--- src/rtl/ap_dma_scheduler_if.sv ---
// Bus bundle between ap_dma_scheduler and the instruction FIFO, DMA engine and accelerator queues.
// master = scheduler side, slave = surrounding FIFOs / DMA engine.
interface ap_dma_scheduler_if #(
    parameter int unsigned ISA    = 2,
    parameter int unsigned ADDR   = 32,
    parameter int unsigned BITLEN = 64
);
    logic                  ISA_FIFO_empty;
    logic [ISA+ADDR-1:0]   ISA_FIFO_dout;
    logic                  ISA_FIFO_rd_en;
    logic                  cmd_valid;
    logic                  cmd_ready;
    logic                  cmd_dir;
    logic [ADDR-1:0]       cmd_addr;
    logic [7:0]            cmd_len;
    logic                  DMA_FIFO1_empty;
    logic [BITLEN-1:0]     DMA_FIFO1_dout;
    logic                  DMA_FIFO1_rd_en;
    logic                  AEQ_FIFO_full;
    logic [BITLEN-1:0]     AEQ_FIFO_din;
    logic                  AEQ_FIFO_wr_en;
    logic                  EAQ1_FIFO_empty;
    logic [BITLEN-1:0]     EAQ1_FIFO_dout;
    logic                  EAQ1_FIFO_rd_en;
    logic                  EAQ2_FIFO_empty;
    logic [BITLEN-1:0]     EAQ2_FIFO_dout;
    logic                  EAQ2_FIFO_rd_en;
    logic                  DMA_FIFO2_full;
    logic [BITLEN-1:0]     DMA_FIFO2_din;
    logic                  DMA_FIFO2_wr_en;

    modport master (
        input  ISA_FIFO_empty, ISA_FIFO_dout, cmd_ready,
        input  DMA_FIFO1_empty, DMA_FIFO1_dout, AEQ_FIFO_full,
        input  EAQ1_FIFO_empty, EAQ1_FIFO_dout, EAQ2_FIFO_empty, EAQ2_FIFO_dout, DMA_FIFO2_full,
        output ISA_FIFO_rd_en, cmd_valid, cmd_dir, cmd_addr, cmd_len,
        output DMA_FIFO1_rd_en, AEQ_FIFO_din, AEQ_FIFO_wr_en,
        output EAQ1_FIFO_rd_en, EAQ2_FIFO_rd_en, DMA_FIFO2_din, DMA_FIFO2_wr_en
    );

    modport slave (
        output ISA_FIFO_empty, ISA_FIFO_dout, cmd_ready,
        output DMA_FIFO1_empty, DMA_FIFO1_dout, AEQ_FIFO_full,
        output EAQ1_FIFO_empty, EAQ1_FIFO_dout, EAQ2_FIFO_empty, EAQ2_FIFO_dout, DMA_FIFO2_full,
        input  ISA_FIFO_rd_en, cmd_valid, cmd_dir, cmd_addr, cmd_len,
        input  DMA_FIFO1_rd_en, AEQ_FIFO_din, AEQ_FIFO_wr_en,
        input  EAQ1_FIFO_rd_en, EAQ2_FIFO_rd_en, DMA_FIFO2_din, DMA_FIFO2_wr_en
    );
endinterface

--- src/rtl/ap_dma_scheduler.sv ---
// Per-instruction AP datapath sequencer: pop instruction, issue DMA command, move a counted burst.
// Optional stall counter enabled by defining AP_STALL_CNT_EN.
module ap_dma_scheduler #(
    parameter int unsigned ISA      = 2,
    parameter int unsigned ADDR     = 32,
    parameter int unsigned BITLEN   = 64,
    parameter int unsigned RD_BEATS = 8,
    parameter int unsigned WR_BEATS = 16
) (
    input  logic               clk,
    input  logic               rst_n,
    ap_dma_scheduler_if.master bus,
    output logic               busy,
    output logic               done,
    output logic               bad_op,
    output logic [31:0]        stall_cnt
);

    localparam logic [ISA-1:0] OpRd  = ISA'(1);
    localparam logic [ISA-1:0] OpWr  = ISA'(2);
    localparam logic [7:0]     RdLen = 8'(RD_BEATS);
    localparam logic [7:0]     WrLen = 8'(WR_BEATS);

    typedef enum logic [2:0] {StIdle, StCmd, StRd, StWr, StDone} state_e;

    state_e          state_q, state_d;
    logic [7:0]      cnt_q, cnt_d;
    logic            par_q, par_d;
    logic            dir_q, dir_d;
    logic [ADDR-1:0] addr_q, addr_d;
    logic            bad_op_q, bad_op_d;

    logic [ISA-1:0]  op_in;
    logic [7:0]      len;
    logic            last;
    logic            sel_empty;
    logic            rd_xfer;
    logic            wr_xfer;

    assign op_in     = bus.ISA_FIFO_dout[ISA+ADDR-1:ADDR];
    assign len       = dir_q ? WrLen : RdLen;
    assign last      = (cnt_q == len - 8'd1);
    assign sel_empty = par_q ? bus.EAQ2_FIFO_empty : bus.EAQ1_FIFO_empty;

    always_ff @(posedge clk) begin
        if (rst_n) begin
            state_q  <= StIdle;
            cnt_q    <= 8'd0;
            par_q    <= 1'b0;
            dir_q    <= 1'b0;
            addr_q   <= '0;
            bad_op_q <= 1'b0;
        end else begin
            state_q  <= state_d;
            cnt_q    <= cnt_d;
            par_q    <= par_d;
            dir_q    <= dir_d;
            addr_q   <= addr_d;
            bad_op_q <= bad_op_d;
        end
    end

    always_comb begin
        state_d  = state_q;
        cnt_d    = cnt_q;
        par_d    = par_q;
        dir_d    = dir_q;
        addr_d   = addr_q;
        bad_op_d = 1'b0;
        rd_xfer  = 1'b0;
        wr_xfer  = 1'b0;

        bus.ISA_FIFO_rd_en  = 1'b0;
        bus.cmd_valid       = 1'b0;
        bus.cmd_dir         = 1'b0;
        bus.cmd_addr        = '0;
        bus.cmd_len         = 8'd0;
        bus.DMA_FIFO1_rd_en = 1'b0;
        bus.AEQ_FIFO_wr_en  = 1'b0;
        bus.AEQ_FIFO_din    = {BITLEN{1'b0}};
        bus.EAQ1_FIFO_rd_en = 1'b0;
        bus.EAQ2_FIFO_rd_en = 1'b0;
        bus.DMA_FIFO2_wr_en = 1'b0;
        bus.DMA_FIFO2_din   = {BITLEN{1'b0}};

        unique case (state_q)
            StIdle: begin
                bus.ISA_FIFO_rd_en = ~bus.ISA_FIFO_empty;
                if (!bus.ISA_FIFO_empty) begin
                    if (op_in == OpRd || op_in == OpWr) begin
                        dir_d   = (op_in == OpWr);
                        addr_d  = bus.ISA_FIFO_dout[ADDR-1:0];
                        state_d = StCmd;
                    end else begin
                        bad_op_d = 1'b1;
                    end
                end
            end
            StCmd: begin
                bus.cmd_valid = 1'b1;
                bus.cmd_dir   = dir_q;
                bus.cmd_addr  = addr_q;
                bus.cmd_len   = len;
                if (bus.cmd_ready) begin
                    state_d = dir_q ? StWr : StRd;
                    cnt_d   = 8'd0;
                    par_d   = 1'b0;
                end
            end
            StRd: begin
                rd_xfer             = ~bus.DMA_FIFO1_empty & ~bus.AEQ_FIFO_full;
                bus.DMA_FIFO1_rd_en = rd_xfer;
                bus.AEQ_FIFO_wr_en  = rd_xfer;
                bus.AEQ_FIFO_din    = bus.DMA_FIFO1_dout;
                if (rd_xfer) begin
                    if (last) state_d = StDone;
                    else      cnt_d   = cnt_q + 8'd1;
                end
            end
            StWr: begin
                // Only the parity-selected queue may be popped; the other waits its turn.
                wr_xfer             = ~sel_empty & ~bus.DMA_FIFO2_full;
                bus.EAQ1_FIFO_rd_en = wr_xfer & ~par_q;
                bus.EAQ2_FIFO_rd_en = wr_xfer & par_q;
                bus.DMA_FIFO2_wr_en = wr_xfer;
                bus.DMA_FIFO2_din   = par_q ? bus.EAQ2_FIFO_dout : bus.EAQ1_FIFO_dout;
                if (wr_xfer) begin
                    par_d = ~par_q;
                    if (last) state_d = StDone;
                    else      cnt_d   = cnt_q + 8'd1;
                end
            end
            StDone: state_d = StIdle;
            default: state_d = StIdle;
        endcase
    end

    assign busy   = (state_q != StIdle);
    assign done   = (state_q == StDone);
    assign bad_op = bad_op_q;

`ifdef AP_STALL_CNT_EN
    logic [31:0] stall_q;
    logic        stalled;

    assign stalled = ((state_q == StRd) && !rd_xfer) || ((state_q == StWr) && !wr_xfer);

    always_ff @(posedge clk) begin
        if (rst_n) begin
            stall_q <= 32'd0;
        end else if (stalled && stall_q != 32'hFFFF_FFFF) begin
            stall_q <= stall_q + 32'd1;
        end
    end

    assign stall_cnt = stall_q;
`else
    assign stall_cnt = 32'd0;
`endif

endmodule

--- src/flat_wrapper.sv ---
// flat-port wrapper written by rule: the top's interface ports become plain ports
module ap_dma_scheduler_flat 
#(
    parameter int unsigned ISA      = 2,
    parameter int unsigned ADDR     = 32,
    parameter int unsigned BITLEN   = 64,
    parameter int unsigned RD_BEATS = 8,
    parameter int unsigned WR_BEATS = 16
)
  (clk, rst_n, busy, done, bad_op, stall_cnt, bus_ISA_FIFO_empty, bus_ISA_FIFO_dout, bus_cmd_ready, bus_DMA_FIFO1_empty, bus_DMA_FIFO1_dout, bus_AEQ_FIFO_full, bus_EAQ1_FIFO_empty, bus_EAQ1_FIFO_dout, bus_EAQ2_FIFO_empty, bus_EAQ2_FIFO_dout, bus_DMA_FIFO2_full, bus_ISA_FIFO_rd_en, bus_cmd_valid, bus_cmd_dir, bus_cmd_addr, bus_cmd_len, bus_DMA_FIFO1_rd_en, bus_AEQ_FIFO_din, bus_AEQ_FIFO_wr_en, bus_EAQ1_FIFO_rd_en, bus_EAQ2_FIFO_rd_en, bus_DMA_FIFO2_din, bus_DMA_FIFO2_wr_en);
  ap_dma_scheduler_if #(.ISA(ISA), .ADDR(ADDR), .BITLEN(BITLEN)) bus_i ();
  input  logic clk;
  input  logic rst_n;
  output logic busy;
  output logic done;
  output logic bad_op;
  output logic [31:0] stall_cnt;
  input wire logic [$bits(bus_i.ISA_FIFO_empty)-1:0] bus_ISA_FIFO_empty;
  input wire logic [$bits(bus_i.ISA_FIFO_dout)-1:0] bus_ISA_FIFO_dout;
  input wire logic [$bits(bus_i.cmd_ready)-1:0] bus_cmd_ready;
  input wire logic [$bits(bus_i.DMA_FIFO1_empty)-1:0] bus_DMA_FIFO1_empty;
  input wire logic [$bits(bus_i.DMA_FIFO1_dout)-1:0] bus_DMA_FIFO1_dout;
  input wire logic [$bits(bus_i.AEQ_FIFO_full)-1:0] bus_AEQ_FIFO_full;
  input wire logic [$bits(bus_i.EAQ1_FIFO_empty)-1:0] bus_EAQ1_FIFO_empty;
  input wire logic [$bits(bus_i.EAQ1_FIFO_dout)-1:0] bus_EAQ1_FIFO_dout;
  input wire logic [$bits(bus_i.EAQ2_FIFO_empty)-1:0] bus_EAQ2_FIFO_empty;
  input wire logic [$bits(bus_i.EAQ2_FIFO_dout)-1:0] bus_EAQ2_FIFO_dout;
  input wire logic [$bits(bus_i.DMA_FIFO2_full)-1:0] bus_DMA_FIFO2_full;
  output wire logic [$bits(bus_i.ISA_FIFO_rd_en)-1:0] bus_ISA_FIFO_rd_en;
  output wire logic [$bits(bus_i.cmd_valid)-1:0] bus_cmd_valid;
  output wire logic [$bits(bus_i.cmd_dir)-1:0] bus_cmd_dir;
  output wire logic [$bits(bus_i.cmd_addr)-1:0] bus_cmd_addr;
  output wire logic [$bits(bus_i.cmd_len)-1:0] bus_cmd_len;
  output wire logic [$bits(bus_i.DMA_FIFO1_rd_en)-1:0] bus_DMA_FIFO1_rd_en;
  output wire logic [$bits(bus_i.AEQ_FIFO_din)-1:0] bus_AEQ_FIFO_din;
  output wire logic [$bits(bus_i.AEQ_FIFO_wr_en)-1:0] bus_AEQ_FIFO_wr_en;
  output wire logic [$bits(bus_i.EAQ1_FIFO_rd_en)-1:0] bus_EAQ1_FIFO_rd_en;
  output wire logic [$bits(bus_i.EAQ2_FIFO_rd_en)-1:0] bus_EAQ2_FIFO_rd_en;
  output wire logic [$bits(bus_i.DMA_FIFO2_din)-1:0] bus_DMA_FIFO2_din;
  output wire logic [$bits(bus_i.DMA_FIFO2_wr_en)-1:0] bus_DMA_FIFO2_wr_en;
  assign bus_i.ISA_FIFO_empty = bus_ISA_FIFO_empty;
  assign bus_i.ISA_FIFO_dout = bus_ISA_FIFO_dout;
  assign bus_i.cmd_ready = bus_cmd_ready;
  assign bus_i.DMA_FIFO1_empty = bus_DMA_FIFO1_empty;
  assign bus_i.DMA_FIFO1_dout = bus_DMA_FIFO1_dout;
  assign bus_i.AEQ_FIFO_full = bus_AEQ_FIFO_full;
  assign bus_i.EAQ1_FIFO_empty = bus_EAQ1_FIFO_empty;
  assign bus_i.EAQ1_FIFO_dout = bus_EAQ1_FIFO_dout;
  assign bus_i.EAQ2_FIFO_empty = bus_EAQ2_FIFO_empty;
  assign bus_i.EAQ2_FIFO_dout = bus_EAQ2_FIFO_dout;
  assign bus_i.DMA_FIFO2_full = bus_DMA_FIFO2_full;
  assign bus_ISA_FIFO_rd_en = bus_i.ISA_FIFO_rd_en;
  assign bus_cmd_valid = bus_i.cmd_valid;
  assign bus_cmd_dir = bus_i.cmd_dir;
  assign bus_cmd_addr = bus_i.cmd_addr;
  assign bus_cmd_len = bus_i.cmd_len;
  assign bus_DMA_FIFO1_rd_en = bus_i.DMA_FIFO1_rd_en;
  assign bus_AEQ_FIFO_din = bus_i.AEQ_FIFO_din;
  assign bus_AEQ_FIFO_wr_en = bus_i.AEQ_FIFO_wr_en;
  assign bus_EAQ1_FIFO_rd_en = bus_i.EAQ1_FIFO_rd_en;
  assign bus_EAQ2_FIFO_rd_en = bus_i.EAQ2_FIFO_rd_en;
  assign bus_DMA_FIFO2_din = bus_i.DMA_FIFO2_din;
  assign bus_DMA_FIFO2_wr_en = bus_i.DMA_FIFO2_wr_en;
  ap_dma_scheduler #(.ISA(ISA), .ADDR(ADDR), .BITLEN(BITLEN), .RD_BEATS(RD_BEATS), .WR_BEATS(WR_BEATS)) u_core (.clk(clk), .rst_n(rst_n), .bus(bus_i), .busy(busy), .done(done), .bad_op(bad_op), .stall_cnt(stall_cnt));
endmodule
--- config.mk ---
export PLATFORM = sky130hd
export DESIGN_NAME = ap_dma_scheduler_flat
export DESIGN_NICKNAME = d
export VERILOG_FILES = /design/src/rtl/ap_dma_scheduler_if.sv /design/src/rtl/ap_dma_scheduler.sv /design/src/flat_wrapper.sv
export SDC_FILE = /design/constraint.sdc
export NUM_CORES = 1
export LEC_CHECK = 0
export BUFFER_PORTS_ARGS = -buffer_cell sky130_fd_sc_hd__buf_2
export CORE_AREA = 5 5 173 175
export CTS_BUF_LIST = sky130_fd_sc_hd__clkbuf_4 sky130_fd_sc_hd__clkbuf_8
export DETAILED_ROUTE_END_ITERATION = 7
export DIE_AREA = 0 0 178 180
export PLACE_DENSITY = 0.42
export SYNTH_ARGS = -nofsm -noshare
export SYNTH_HDL_FRONTEND = slang
export SYNTH_SLANG_ARGS = --single-unit
export TNS_END_PERCENT = 1
--- constraint.sdc ---
create_clock -name clk -period 1.5 [get_ports clk]
set_input_delay 0.075 -clock clk [delete_from_list [all_inputs] [get_ports clk]]
set_output_delay 0.075 -clock clk [all_outputs]
set_load 0.01 [all_outputs]
# --- Yosys cells after proc, flatten, opt, wreduce, memory -nomap -nowiden ---
# Cells that the tools add are included.
word_totals:
  reg_bits: 46
  in_bits: 235
  output_inout_bits: 211
  word_cells: 72
op_classes:
  addsub: 2
  eq_ne: 12
  mux: 31
  n_bitwise: 11
  reduce_logical: 10
ops:
  columns: ["cell", "n"]
  rows:
  - ["$mux 64", 3]
  - ["$mux 8", 5]
  - ["$mux 32", 1]
  - ["$pmux 8 s3", 1]
  - ["$mux 3", 6]
  - ["$mux 1", 12]
  - ["$pmux 3 s4", 1]
  - ["$add 8x1->8 const B", 1]
  - ["$eq 8x8->1", 1]
  - ["$sub 8x1->8 const B", 1]
  - ["$not 1->1", 7]
  - ["$eq 3x2->1 const B", 2]
  - ["$ne 2x1->1 const B", 3]
  - ["$reduce_and 3->1", 2]
  - ["$reduce_bool 3->1", 2]
  - ["$mux 5", 1]
  - ["$reduce_and 5->1", 1]
  - ["$and 1x1->1", 4]
  - ["$ne 2x2->1 const B", 2]
  - ["$reduce_and 4->1", 1]
  - ["$eq 3x1->1 const B", 1]
  - ["$eq 3x3->1 const B", 1]
  - ["$logic_not 3->1", 1]
  - ["$reduce_or 3->1", 1]
  - ["5 further kinds", 5]

# --- Longest topological paths before layout ---
# Gate-level depths: netlist of run 1.
depth:
  ltp_word: 6
  depth_mapped: 7
  depth_no_buf: 6

# --- Least setup slack after synthesis of run 1 ---
# Ideal clock, no wire load.
synth_timing:
  path_kind: "register to register"
  startpoint: "register u_core.state_q[0]"
  endpoint: "register u_core.addr_q[22]"
  setup_time_ns: 0.132
  t_arrival_ns: 1.541
  required_time_ns: 1.368
  setup_slack_ns: -0.173
  path_stages_with_launch: 8
  n_path_buf: 3
  synth_period_minus_slack_ns: 1.673
  cell_sequence: "dfxtp_1 or3_1 buf_6 or3_1 buf_6 buf_6 nand2_1 a21oi_1"
synth_via:
  elab_chain_len: 2
synth_lines:
  columns: ["item", "line", "rtl"]
  rows:
  - ["start, declared", "ap_dma_scheduler.sv:26", "state_e state_q, state_d;"]
  - ["start signal, assigned", "ap_dma_scheduler.sv:47", "state_q <= StIdle;"]
  - ["start signal, assigned", "ap_dma_scheduler.sv:54", "state_q <= state_d;"]
  - ["$logic_not 3->1", "ap_dma_scheduler.sv:86", "unique case (state_q)"]
  - ["$reduce_and 3->1 (no line)", null, null]
  - ["end signal, assigned", "ap_dma_scheduler.sv:58", "addr_q <= addr_d;"]
  - ["end, declared", "ap_dma_scheduler.sv:30", "logic [ADDR-1:0] addr_q, addr_d;"]
# No other way between the ends.
# A chain may end at the register's enable or synchronous reset.

# --- Worst setup path after layout of run 1 ---
layout_timing:
  startpoint: "register u_core.state_q[2]"
  endpoint: "output port bus_AEQ_FIFO_din[61]"
layout_via:
  elab_chain_len: 2
layout_lines:
  columns: ["item", "line", "rtl"]
  rows:
  - ["$eq 3x2->1", "ap_dma_scheduler.sv:86", null]
  - ["$mux 64", "ap_dma_scheduler.sv:86", null]
  - ["end, declared", "flat_wrapper.sv:35", "output wire logic [$bits(bus_i.AEQ_FIFO_din)-1:0] bus_AEQ_FIFO_din;"]
# No other way between the ends.

==> results of run 1 <==
==> metrics by stage <==
step                setup WS, ns  instances  setup TNS, ns
detailed placement        -0.138       1333          -2.91
global route              -0.282       1361         -43.55
finish                    -0.188       1362         -25.96
floorplan                 -0.138        574          -4.25
global placement          -0.117       1333          -2.15
CTS                       -0.232       1361         -32.47
==> logic make-up after synthesis <==
| group | Yosys count | share of synthesized area, % |
|---|---|---|
| compound gates | 62 | 9.31 |
| xor+xnor | 1 | 0.227 |
| fa+ha+maj | 2 | 0.649 |
| buf+inv | 82 | 13.1 |
| flops | 46 | 23.9 |
| mux | 65 | 16.9 |
| other cells | 1 | 0.0972 |
| simple gates | 278 | 35.8 |
==> routing by layer <==
metal | GRT usage [%] | vias to the layer above
li1 | - | 2558
met5 | 0 | -
met3 | 3.24 | 10
met1 | 15.8 | 2266
met2 | 21.9 | 226
met4 | 1.42 | 0
==> worst max path at each step <==
stage | startpoint | end | slack (ns) | cells after the start
after floorplan | u_core.state_q[1] | u_core.addr_q[22] | -0.14 | 7
after global placement | u_core.cnt_q[7] | u_core.cnt_q[1] | -0.12 | 6
after detailed placement | u_core.cnt_q[7] | u_core.cnt_q[1] | -0.14 | 6
after CTS | u_core.state_q[2] | bus_AEQ_FIFO_din[25] | -0.23 | 7
after global routing | u_core.state_q[1] | u_core.addr_q[14] | -0.28 | 7
final | u_core.state_q[2] | bus_AEQ_FIFO_din[61] | -0.19 | 7
==> worst max-delay path, delay by kind of cell (launching register included) <==
kind          cells  cell delay (ns)
buf+inv           4             0.55
simple gates      3             0.40
flops             1             0.34
==> power breakdown <==
part | internal, W | leakage, nW | total [W] | switching (W)
Sequential | 0.00135 | 0.377 | 0.00143 | 0.0000731
Combinational | 0.00174 | 3.26 | 0.00340 | 0.00166
Clock | 0.000501 | 0.0585 | 0.000978 | 0.000477
==> flip-flops by register name (all words and copies together) (netlist names) <==
signal / flops
u_core.addr_q: 32
u_core.cnt_q: 8
u_core.state_q: 3
u_core.bad_op: 1
u_core.dir_q: 1
u_core.par_q: 1
==> final cells by class <==
class | count | share of cell area [%]
Multi-Input combinational cell | 446 | 38.1
Clock buffer | 5 | 0.937
Clock inverter | 3 | 0.596
Sequential cell | 46 | 12.7
Timing Repair Buffer | 474 | 40.9
Tap cell | 384 | 6.54
Antenna cell | 1 | 0.0341
Inverter | 3 | 0.187
==> cells in the final DEF, fill, tap and decap left out, types with 3 or more instances in the layout <==
cell type / Yosys / routed
buf_16: 0 / 8
mux2i_1: 64 / 59
clkbuf_8: 0 / 5
nor2b_1: 9 / 5
buf_6: 5 / 35
buf_4: 40 / 42
o21ai_1: 1 / 5
nand2_1: 75 / 73
nor2_1: 73 / 65
and2_4: 0 / 16
and2_1: 97 / 81
nand3_1: 4 / 4
o31ai_1: 3 / 3
a21oi_1: 37 / 35
buf_12: 0 / 6
or3_4: 0 / 3
conb_1: 1 / 38
mux2i_2: 0 / 3
nor2_2: 0 / 7
dlygate4sd3_1: 0 / 6
buf_2: 9 / 376
dfxtp_2: 0 / 3
dfxtp_1: 46 / 41
a31oi_1: 3 / 3
o21ai_0: 8 / 3
nand2b_1: 5 / 4
==> timing repair <==
| action | 4_1_cts | 5_1_grt |
|---|---|---|
| pin swaps | 7 | 13 |
| setup buffers | 8 | 0 |
| gates cloned | 7 | 0 |
| hold endpoints to repair | 6 | 0 |
| hold buffers | 6 | 0 |
| gates resized for setup | 85 | 38 |
| endpoints found under the setup margin | 214 | 216 |
==> flow_summary_export.csv, run 1 <==
group,metric,value,unit
power_and_ir_drop,p_per_area,791,nW/um2
worst_setup_path,cp_slowest_cell,"dfxtp_2",
worst_setup_path,rr_startpoint,"u_core.state_q[1]",
logic_synthesis,ys.flop_type,"dfxtp_1",
cts,cts_tree,"yes",
logic_synthesis,synth_edf_count,0,
cts,htreeDepth,2,
power_and_ir_drop,p_leak,3.70,nW
worst_setup_path,worstSetupEndpointType,"output port",
worst_setup_path,r2r-end,"u_core.addr_q[5]",
floorplan,initial_utilization,13.6,%
min_path,hp-start,"bus_ISA_FIFO_dout[29]",
logic_synthesis,synth_seq_cells,46,
route,wl_per_cell,16.0,um
worst_setup_path,worstSetupPathType,"flop to output port",
route,top_layer_used,"met4",
floorplan,boundaryPins,446,
route,drt_wl_total,21800,um
worst_setup_path,reg2reg_setup_slack,-0.18,ns
power_and_ir_drop,power.total,0.00581,W
route,m1WireLength,8760,um
logic_synthesis,synth_area_leaders,"dfxtp_1 24%, mux2i_1 17%, and2_1 16%",
min_path,hold_depth,3,
floorplan,core,28300,um2
timing,clock.fmax,593,MHz
final_layout,multi_input_area,2800,um2
timing,hold_ws,0.00408,ns
place,place_congestion,0.849,
timing,slew_viol_final,0,
worst_setup_path,cp_data_arrival_time,1.61,ns
final_layout,final_nets,1213,
timing,finalHoldViolations,0,
timing,setup_slack,-0.188,ns
timing,fin_crit,1.69,ns
cts,clk_latency,0.30,ns
route,first_pass_iters,4,
route,route.met2.wl,11000,um
timing,fin_crit_sh,113,%
final_layout,area.growth.synth_to_final,90.5,%
route,drc_errors,0,
worst_setup_path,critPathMaxStageDelay,0.34,ns
route,dr_wl_met3,1960,um
logic_synthesis,synth_cells,537,
logic_synthesis,yosys-top-cells-count,"97 x and2_1, 75 x nand2_1, 73 x nor2_1, 64 x mux2i_1, 46 x dfxtp_1",
worst_setup_path,path_max_fanout,16,
place,io_buffers,407,
route,vias_per_cell,3.72,
logic_synthesis,netlist_area,3860,um2
timing,rsz0062_at_grt,"yes",
worst_setup_path,cp-start-kind,"flop",
grt,grt_max_degree,50,
worst_setup_path,required,1.42,ns
final_layout,drive_gt1_share,54.6,%
floorplan,die_x,178,um
logic_synthesis,synth_warnings,0,
final_layout,fillers,3216,
logic_synthesis,ys_seq_area_share,23.9,%
logic_synthesis,netlist-cell-type-count,42,
logic_synthesis,async_reset_ff_share,0,%
cts,cts-root-buf,"clkbuf_8",
min_path,hold_path_class,"input port to flop",
run_status,status,"complete, but fails checks",
final_layout,ff_latch_area,932,um2
route,ant_nets,0,
timing,worst_slew_pin_slew,0.527,ns
grt,grt_usage,12.5,%
final_layout,fin_area,7350,um2
logic_synthesis,synth.top_cell.area_share,23.9,%
grt,grt_pass1_vias,5130,
place,dp_hpwl,17600,um
floorplan,row_count,62,
final_layout,final_util,25.9,%
route,dr_total_vias,5060,
timing,finalClockSkew,0.0101,ns
logic_synthesis,synth_largest_area_cell,"dfxtp_1",
cts,numCtsBuffers,5,
run,cap_violations,0,
grt,grt-ovfl-total,0,
logic_synthesis,avgSynthCellArea,7.18,um2
cts,cts_max_path_buffers,2,
run_status,violations,"negative setup slack",
place,placed_area,6480,um2
grt,antenna_found_initial,1,
cts,clock_sinks,46,
worst_setup_path,cpMostUsedCell,"buf_6",
floorplan,dieArea,32000,um2
power_and_ir_drop,vdd_drop_max,0.421,mV
cts,clk_pin_slew_worst_paths,0.10,ns
min_path,holdPathEnd,"u_core.addr_q[29]",
worst_setup_path,reg2reg_depth,6,
logic_synthesis,synth_most_common_cell,"and2_1",
grt,grt_pass1_wl,31300,um
floorplan,die_h,180,um
timing,max_slew_margin,64.9,%
worst_setup_path,cp_cell_sequence,"nand2b_4 > buf_6 > nor2_4 > buf_6 > buf_12 > and2_1 > buf_2",
timing,finalSetupViolations,211,
route,dr.first_iter.drc_count,249,
Power figures use the tool's default switching activity.
==> run 2, diff against run 1 <==
--- a/config.mk
+++ b/config.mk
@@ -6,11 +6,10 @@
 export NUM_CORES = 1
 export LEC_CHECK = 0
 export BUFFER_PORTS_ARGS = -buffer_cell sky130_fd_sc_hd__buf_2
-export CORE_AREA = 5 5 173 175
-export CTS_BUF_LIST = sky130_fd_sc_hd__clkbuf_4 sky130_fd_sc_hd__clkbuf_8
+export CORE_AREA = 5 5 170 172
 export DETAILED_ROUTE_END_ITERATION = 7
-export DIE_AREA = 0 0 178 180
-export PLACE_DENSITY = 0.42
+export DIE_AREA = 0 0 175 177
+export PLACE_DENSITY = 0.43
 export SYNTH_ARGS = -nofsm -noshare
 export SYNTH_HDL_FRONTEND = slang
 export SYNTH_SLANG_ARGS = --single-unit
==> flow_summary_export.csv, run 2 (synthesized netlist as in run 1, its figures left out) <==
group,metric,value,unit
grt,grt_pass1_wl,30100,um
route,ant_nets,0,
place,io_buffers,407,
min_path,hp-start,"bus_ISA_FIFO_dout[8]",
worst_setup_path,required,1.42,ns
worst_setup_path,rr_startpoint,"u_core.state_q[0]",
timing,worst_slew_pin_slew,0.523,ns
place,place_congestion,0.756,
worst_setup_path,r2r-end,"u_core.state_q[0]",
worst_setup_path,cp_cell_sequence,"nand2b_4 > buf_8 > nor2_4 > buf_6 > buf_6 > and2_1 > buf_4",
cts,cts_hold_buf,0,
final_layout,largest_register_ffs,32,
floorplan,dieArea,31000,um2
worst_setup_path,cp_data_arrival_time,1.65,ns
route,dr.first_iter.drc_count,185,
cts,clock_sinks,46,
run_status,status,"complete, but fails checks",
run,cap_violations,0,
worst_setup_path,cp_slowest_cell,"dfxtp_4",
cts,cts_tree,"yes",
final_layout,final_cell_mix,"365 x buf_2, 74 x nand2_1, 64 x and2_1, 63 x nor2_1, 60 x mux2i_1",
grt,grt_pass1_vias,5122,
grt,grt-ovfl-total,0,
floorplan,core,27300,um2
run_status,violations,"negative setup slack",
route,first_pass_iters,4,
timing,slew_viol_final,0,
timing,fin_crit,1.72,ns
grt,grt_usage,12.4,%
worst_setup_path,reg2reg_setup_slack,-0.21,ns
route,drt_wl_total,22000,um
timing,tns,-25.86,ns
min_path,hold_path_class,"input port to flop",
timing,finalSetupViolations,207,
worst_setup_path,worstSetupPathType,"flop to output port",
cts,cts_max_path_buffers,2,
timing,fin_crit_sh,115,%
timing,max_slew_margin,65.1,%
power_and_ir_drop,p_leak,3.72,nW
min_path,holdPathEnd,"u_core.addr_q[8]",
floorplan,die_x,175,um
min_path,hold_depth,3,
place,dp_hpwl,17200,um
timing,clock.fmax,580,MHz
power_and_ir_drop,p_per_area,823,nW/um2
floorplan,die_h,177,um
worst_setup_path,path_max_fanout,8,
final_layout,drive_gt1_share,56.2,%
place,dp_slack,-0.171,ns
floorplan,boundaryPins,446,
timing,setup_slack,-0.225,ns
final_layout,mostFrequentLayoutCell,"buf_2",
final_layout,area.growth.synth_to_final,90.9,%
worst_setup_path,cp-start-kind,"flop",
route,drc_errors,0,
grt,grt_max_degree,53,
floorplan,row_count,61,
cts,clk_pin_slew_worst_paths,0.07,ns
final_layout,top_regs,"u_core.addr_q: 32 flops, u_core.cnt_q: 8 flops, u_core.state_q: 3 flops",
worst_setup_path,critPathMaxStageDelay,0.37,ns
grt,antenna_found_initial,5,
timing,rsz0062_at_grt,"yes",
timing,finalClockSkew,0.00896,ns
timing,finalHoldViolations,0,
final_layout,final_nets,1206,
floorplan,initial_utilization,14.1,%
cts,numCtsBuffers,5,
power_and_ir_drop,vdd_drop_max,0.431,mV
route,dr_total_vias,5037,
worst_setup_path,cpMostUsedCell,"buf_6",
cts,cts-root-buf,"clkbuf_16",
final_layout,top_register,"u_core.addr_q",
route,wl_per_cell,16.7,um
cts,clk_latency,0.29,ns
worst_setup_path,reg2reg_depth,7,
cts,htreeDepth,2,
route,vias_per_cell,3.82,
worst_setup_path,worstSetupEndpointType,"output port",
[run 2: cell count changes in the layout (fill, tap and decap cells not counted), sizes merged]
cell and change:
clkinvlp +1, clkinv +1, dlygate4sd3 -6, buf -3
inv -1, bufinv -1, clkbuf +2
[run 2: area by class of cell]
type	count	area, um2
clock buffers	5	125
fillers	3056	20000
clock inverters	3	21.3
multi-input cells	446	2810
flip-flops and latches	46	935
inverters	3	11.3
diodes	1	2.50
well taps	346	433
repair buffers	467	3030
[run 2: stage by stage]
step / power, W / cell area (um2) / std cells / utilization, % / hold slack (ns)
after floorplan: 0.00285 / 4000 / 574 / - / 0.152
after global placement: 0.00401 / 6380 / 1292 / 23.4 / 0.319
after detailed placement: 0.00402 / 6380 / 1292 / 23.4 / 0.324
after CTS: 0.00580 / 6980 / 1311 / 25.5 / 0.00542
after global routing: 0.00646 / 7360 / 1316 / 26.9 / 0.0110
final: 0.00606 / 7360 / 1317 / 26.9 / 0.0120
[run 2: critical path, delay by kind of cell, from the launching register on]
kind | cells | cell delay, ns
AND/OR/NAND/NOR | 3 | 0.41
flip-flops | 1 | 0.37
buffers and inverters | 4 | 0.58
[run 2: power breakdown]
part / internal, W / leakage (nW) / switching, W / total (W)
sequential: 0.00136 / 0.377 / 0.0000792 / 0.00144
combinational: 0.00183 / 3.28 / 0.00167 / 0.00350
clock: 0.000618 / 0.0698 / 0.000505 / 0.00112
[run 2: how the worst max path moves through the flow]
stage	start	end	slack [ns]	cells past startpoint
2_1_floorplan	u_core.state_q[1]	u_core.addr_q[22]	-0.14	7
3_3_place_gp	u_core.par_q	u_core.cnt_q[1]	-0.13	6
3_5_place_dp	u_core.par_q	u_core.cnt_q[3]	-0.17	5
4_1_cts	u_core.state_q[2]	bus_AEQ_FIFO_din[27]	-0.27	7
5_1_grt	u_core.state_q[2]	bus_AEQ_FIFO_din[57]	-0.29	7
6_report	u_core.state_q[2]	bus_AEQ_FIFO_din[2]	-0.22	7
[run 2: routing by layer]
metal  global-route usage [%]  share of wire, %  wire (um)  up-vias
met3                     4.17               8.9       1950       22
met4                     1.96              0.90        199        4
met5                        0              0.11         25        -
li1                         -                 -          -     2539
met2                     21.7                50      11100      226
met1                     15.1                40       8740     2246
[run 2: what timing repair did]
item | 4_1_cts | 5_1_grt
resized for setup | 61 | 84
cloned | 6 | 3
setup buffers | 5 | 2
pin swaps | 22 | 34
endpoints found under the setup margin | 215 | 216
==> run 3, diff against run 2 <==
--- a/config.mk
+++ b/config.mk
@@ -5,11 +5,12 @@
 export SDC_FILE = /design/constraint.sdc
 export NUM_CORES = 1
 export LEC_CHECK = 0
+export ABC_AREA = 1
 export BUFFER_PORTS_ARGS = -buffer_cell sky130_fd_sc_hd__buf_2
 export CORE_AREA = 5 5 170 172
 export DETAILED_ROUTE_END_ITERATION = 7
 export DIE_AREA = 0 0 175 177
-export PLACE_DENSITY = 0.43
+export PLACE_DENSITY = 0.44
 export SYNTH_ARGS = -nofsm -noshare
 export SYNTH_HDL_FRONTEND = slang
 export SYNTH_SLANG_ARGS = --single-unit
==> constraint.sdc (replaced) <==
create_clock -name clk -period 2.05 [get_ports clk]
set_input_delay 0.1025 -clock clk [delete_from_list [all_inputs] [get_ports clk]]
set_output_delay 0.1025 -clock clk [all_outputs]
set_load 0.01 [all_outputs]
==> flow_summary_export.csv, run 3 <==
group,metric,value,unit
cts,cts-root-buf,"clkbuf_16",
worst_setup_path,required,1.95,ns
cts,clk_pin_slew_worst_paths,0.07,ns
route,m1WireLength,8230,um
worst_setup_path,path_max_fanout,57,
final_layout,final_cell_mix,"407 x buf_2, 291 x nand2_1, 179 x inv_1, 127 x nor2_1, 44 x dfxtp_1",
final_layout,top_register,"u_core.addr_q",
floorplan,row_count,61,
place,dp_hpwl,16900,um
cts,htreeDepth,2,
power_and_ir_drop,vdd_drop_max,0.367,mV
final_layout,drive_gt1_share,36.7,%
cts,cts_tree,"yes",
logic_synthesis,synth.top_cell.area_share,24.5,%
route,route.met2.wl,9580,um
logic_synthesis,ys.flop_type,"dfxtp_1",
cts,numCtsBuffers,5,
timing,slew_viol_final,0,
grt,grt-ovfl-total,0,
final_layout,top_regs,"u_core.addr_q: 32 flops, u_core.cnt_q: 8 flops, u_core.state_q: 3 flops",
floorplan,core,27300,um2
logic_synthesis,synth_seq_cells,46,
place,io_buffers,407,
grt,grt_pass1_wl,29300,um
worst_setup_path,worstSetupPathType,"flop to output port",
final_layout,final_nets,1467,
timing,fin_crit,1.75,ns
cts,postCtsSetupRepairBufs,0,
timing,finalSetupViolations,0,
logic_synthesis,yosys-top-cells-count,"291 x nand2_1, 180 x inv_1, 127 x nor2_1, 46 x buf_4, 46 x dfxtp_1",
place,placed_area,6660,um2
power_and_ir_drop,p_per_area,625,nW/um2
logic_synthesis,synth_warnings,0,
worst_setup_path,worstSetupEndpointType,"output port",
route,top_layer_used,"met5",
floorplan,initial_utilization,16.3,%
min_path,hold_path_class,"input port to flop",
worst_setup_path,cp-start-kind,"flop",
floorplan,die_h,177,um
timing,finalHoldViolations,0,
logic_synthesis,ys_seq_area_share,20.7,%
timing,tns,0,ns
logic_synthesis,synth_most_common_cell,"nand2_1",
route,drt_wl_total,20100,um
route,wl_per_cell,12.7,um
logic_synthesis,netlist-cell-type-count,30,
floorplan,die_x,175,um
route,vias_per_cell,3.71,
final_layout,largest_register_ffs,32,
final_layout,fin_area,6810,um2
grt,grt_pass1_vias,5484,
logic_synthesis,synth_area_leaders,"nand2_1 25%, dfxtp_1 21%, inv_1 15%",
route,ant_nets,0,
cts,clock_sinks,46,
cts,cts_max_path_buffers,2,
final_layout,area.growth.synth_to_final,52.9,%
place,place_congestion,0.819,
logic_synthesis,avgSynthCellArea,5.24,um2
grt,grt_usage,11.6,%
floorplan,boundaryPins,446,
timing,fin_crit_sh,85.2,%
worst_setup_path,cp_data_arrival_time,1.64,ns
route,dr_total_vias,5865,
logic_synthesis,synth_edf_count,0,
final_layout,mostFrequentLayoutCell,"buf_2",
timing,finalClockSkew,0.00860,ns
cts,clk_latency,0.30,ns
power_and_ir_drop,p_leak,4.75,nW
worst_setup_path,reg2reg_setup_slack,0.52,ns
logic_synthesis,netlist_area,4450,um2
final_layout,fillers,3216,
run,cap_violations,0,
grt,grt_max_degree,67,
logic_synthesis,synth_largest_area_cell,"nand2_1",
run_status,status,"complete, no violations",
floorplan,dieArea,31000,um2
timing,clock.fmax,573,MHz
route,drc_errors,0,
route,first_pass_iters,6,
timing,rsz0062_at_grt,"no",
route,dr_wl_met3,2070,um
route,dr.first_iter.drc_count,281,
logic_synthesis,async_reset_ff_share,0,%
grt,antenna_found_initial,3,
logic_synthesis,synth_cells,850,
run 3: worst paths after layout:
path	startpoint	end	cells after the start
setup / recovery	u_core.state_q[2]	bus_AEQ_FIFO_din[33]	7
hold / removal	bus_ISA_FIFO_empty	u_core.bad_op	2
setup reg to reg	u_core.state_q[0]	u_core.addr_q[23]	7
hold reg to reg	u_core.addr_q[25]	u_core.addr_q[25]	2
run 3: where the power goes:
part	switching [W]	leakage (nW)	internal [W]
clock	0.000383	0.0746	0.000459
combinational	0.00137	4.30	0.000844
sequential	0.000113	0.378	0.00109
total	0.00187	4.75	0.00239
run 3: what timing repair did:
item,CTS,global route
gates resized for setup,0,1
hold endpoints to repair,0,0
hold buffers,0,0
endpoints found under the setup margin,0,2
run 3: layout make-up:
type                            instances  area (um2)  share of cell area [%]
Antenna cell                            2        5.00                  0.0735
Multi-Input combinational cell        571        2400                    35.2
Tap cell                              346         433                    6.35
Timing Repair Buffer                  418        2190                    32.2
Sequential cell                        46         923                    13.6
Clock buffer                            5         125                    1.84
Inverter                              188         708                    10.4
Clock inverter                          3        22.5                   0.331
run 3: logic make-up after synthesis:
| family | share of synthesized area (%) |
|---|---|
| buffers and inverters | 28.5 |
| and+or+nand+nor | 41.7 |
| AOI/OAI and AO/OA | 8.48 |
| adders and majority gates | 0.562 |
| DFF | 20.7 |
| other | 0.0842 |
run 3: per-layer routing:
layer | up-vias | GRT usage (%)
li1 | 3124 | -
met1 | 2474 | 14.7
met2 | 251 | 19.5
met3 | 14 | 3.61
met4 | 2 | 2.23
met5 | - | 0
run 3: through the flow:
stage | cells | total power (W) | hold WS [ns] | util (%) | setup slack (ns)
finish | 1579 | 0.00426 | 0.0255 | 24.9 | 0.304
global route | 1579 | 0.00465 | 0.0395 | 24.9 | 0.0995
CTS | 1577 | 0.00435 | 0.0139 | 24.9 | 0.140
detailed placement | 1569 | 0.00347 | 0.338 | 24.4 | 0.467
global placement | 1569 | 0.00346 | 0.336 | 24.4 | 0.499
floorplan | 887 | 0.00269 | 0.172 | - | 0.638
run 3: critical path, stage by stage (launching register included):
cell and delay, ns:
dfxtp_1 0.34, inv_2 0.10, nand2_4 0.10, nor2_2 0.20
inv_2 0.14, buf_12 0.20, nor2_1 0.11, buf_2 0.14
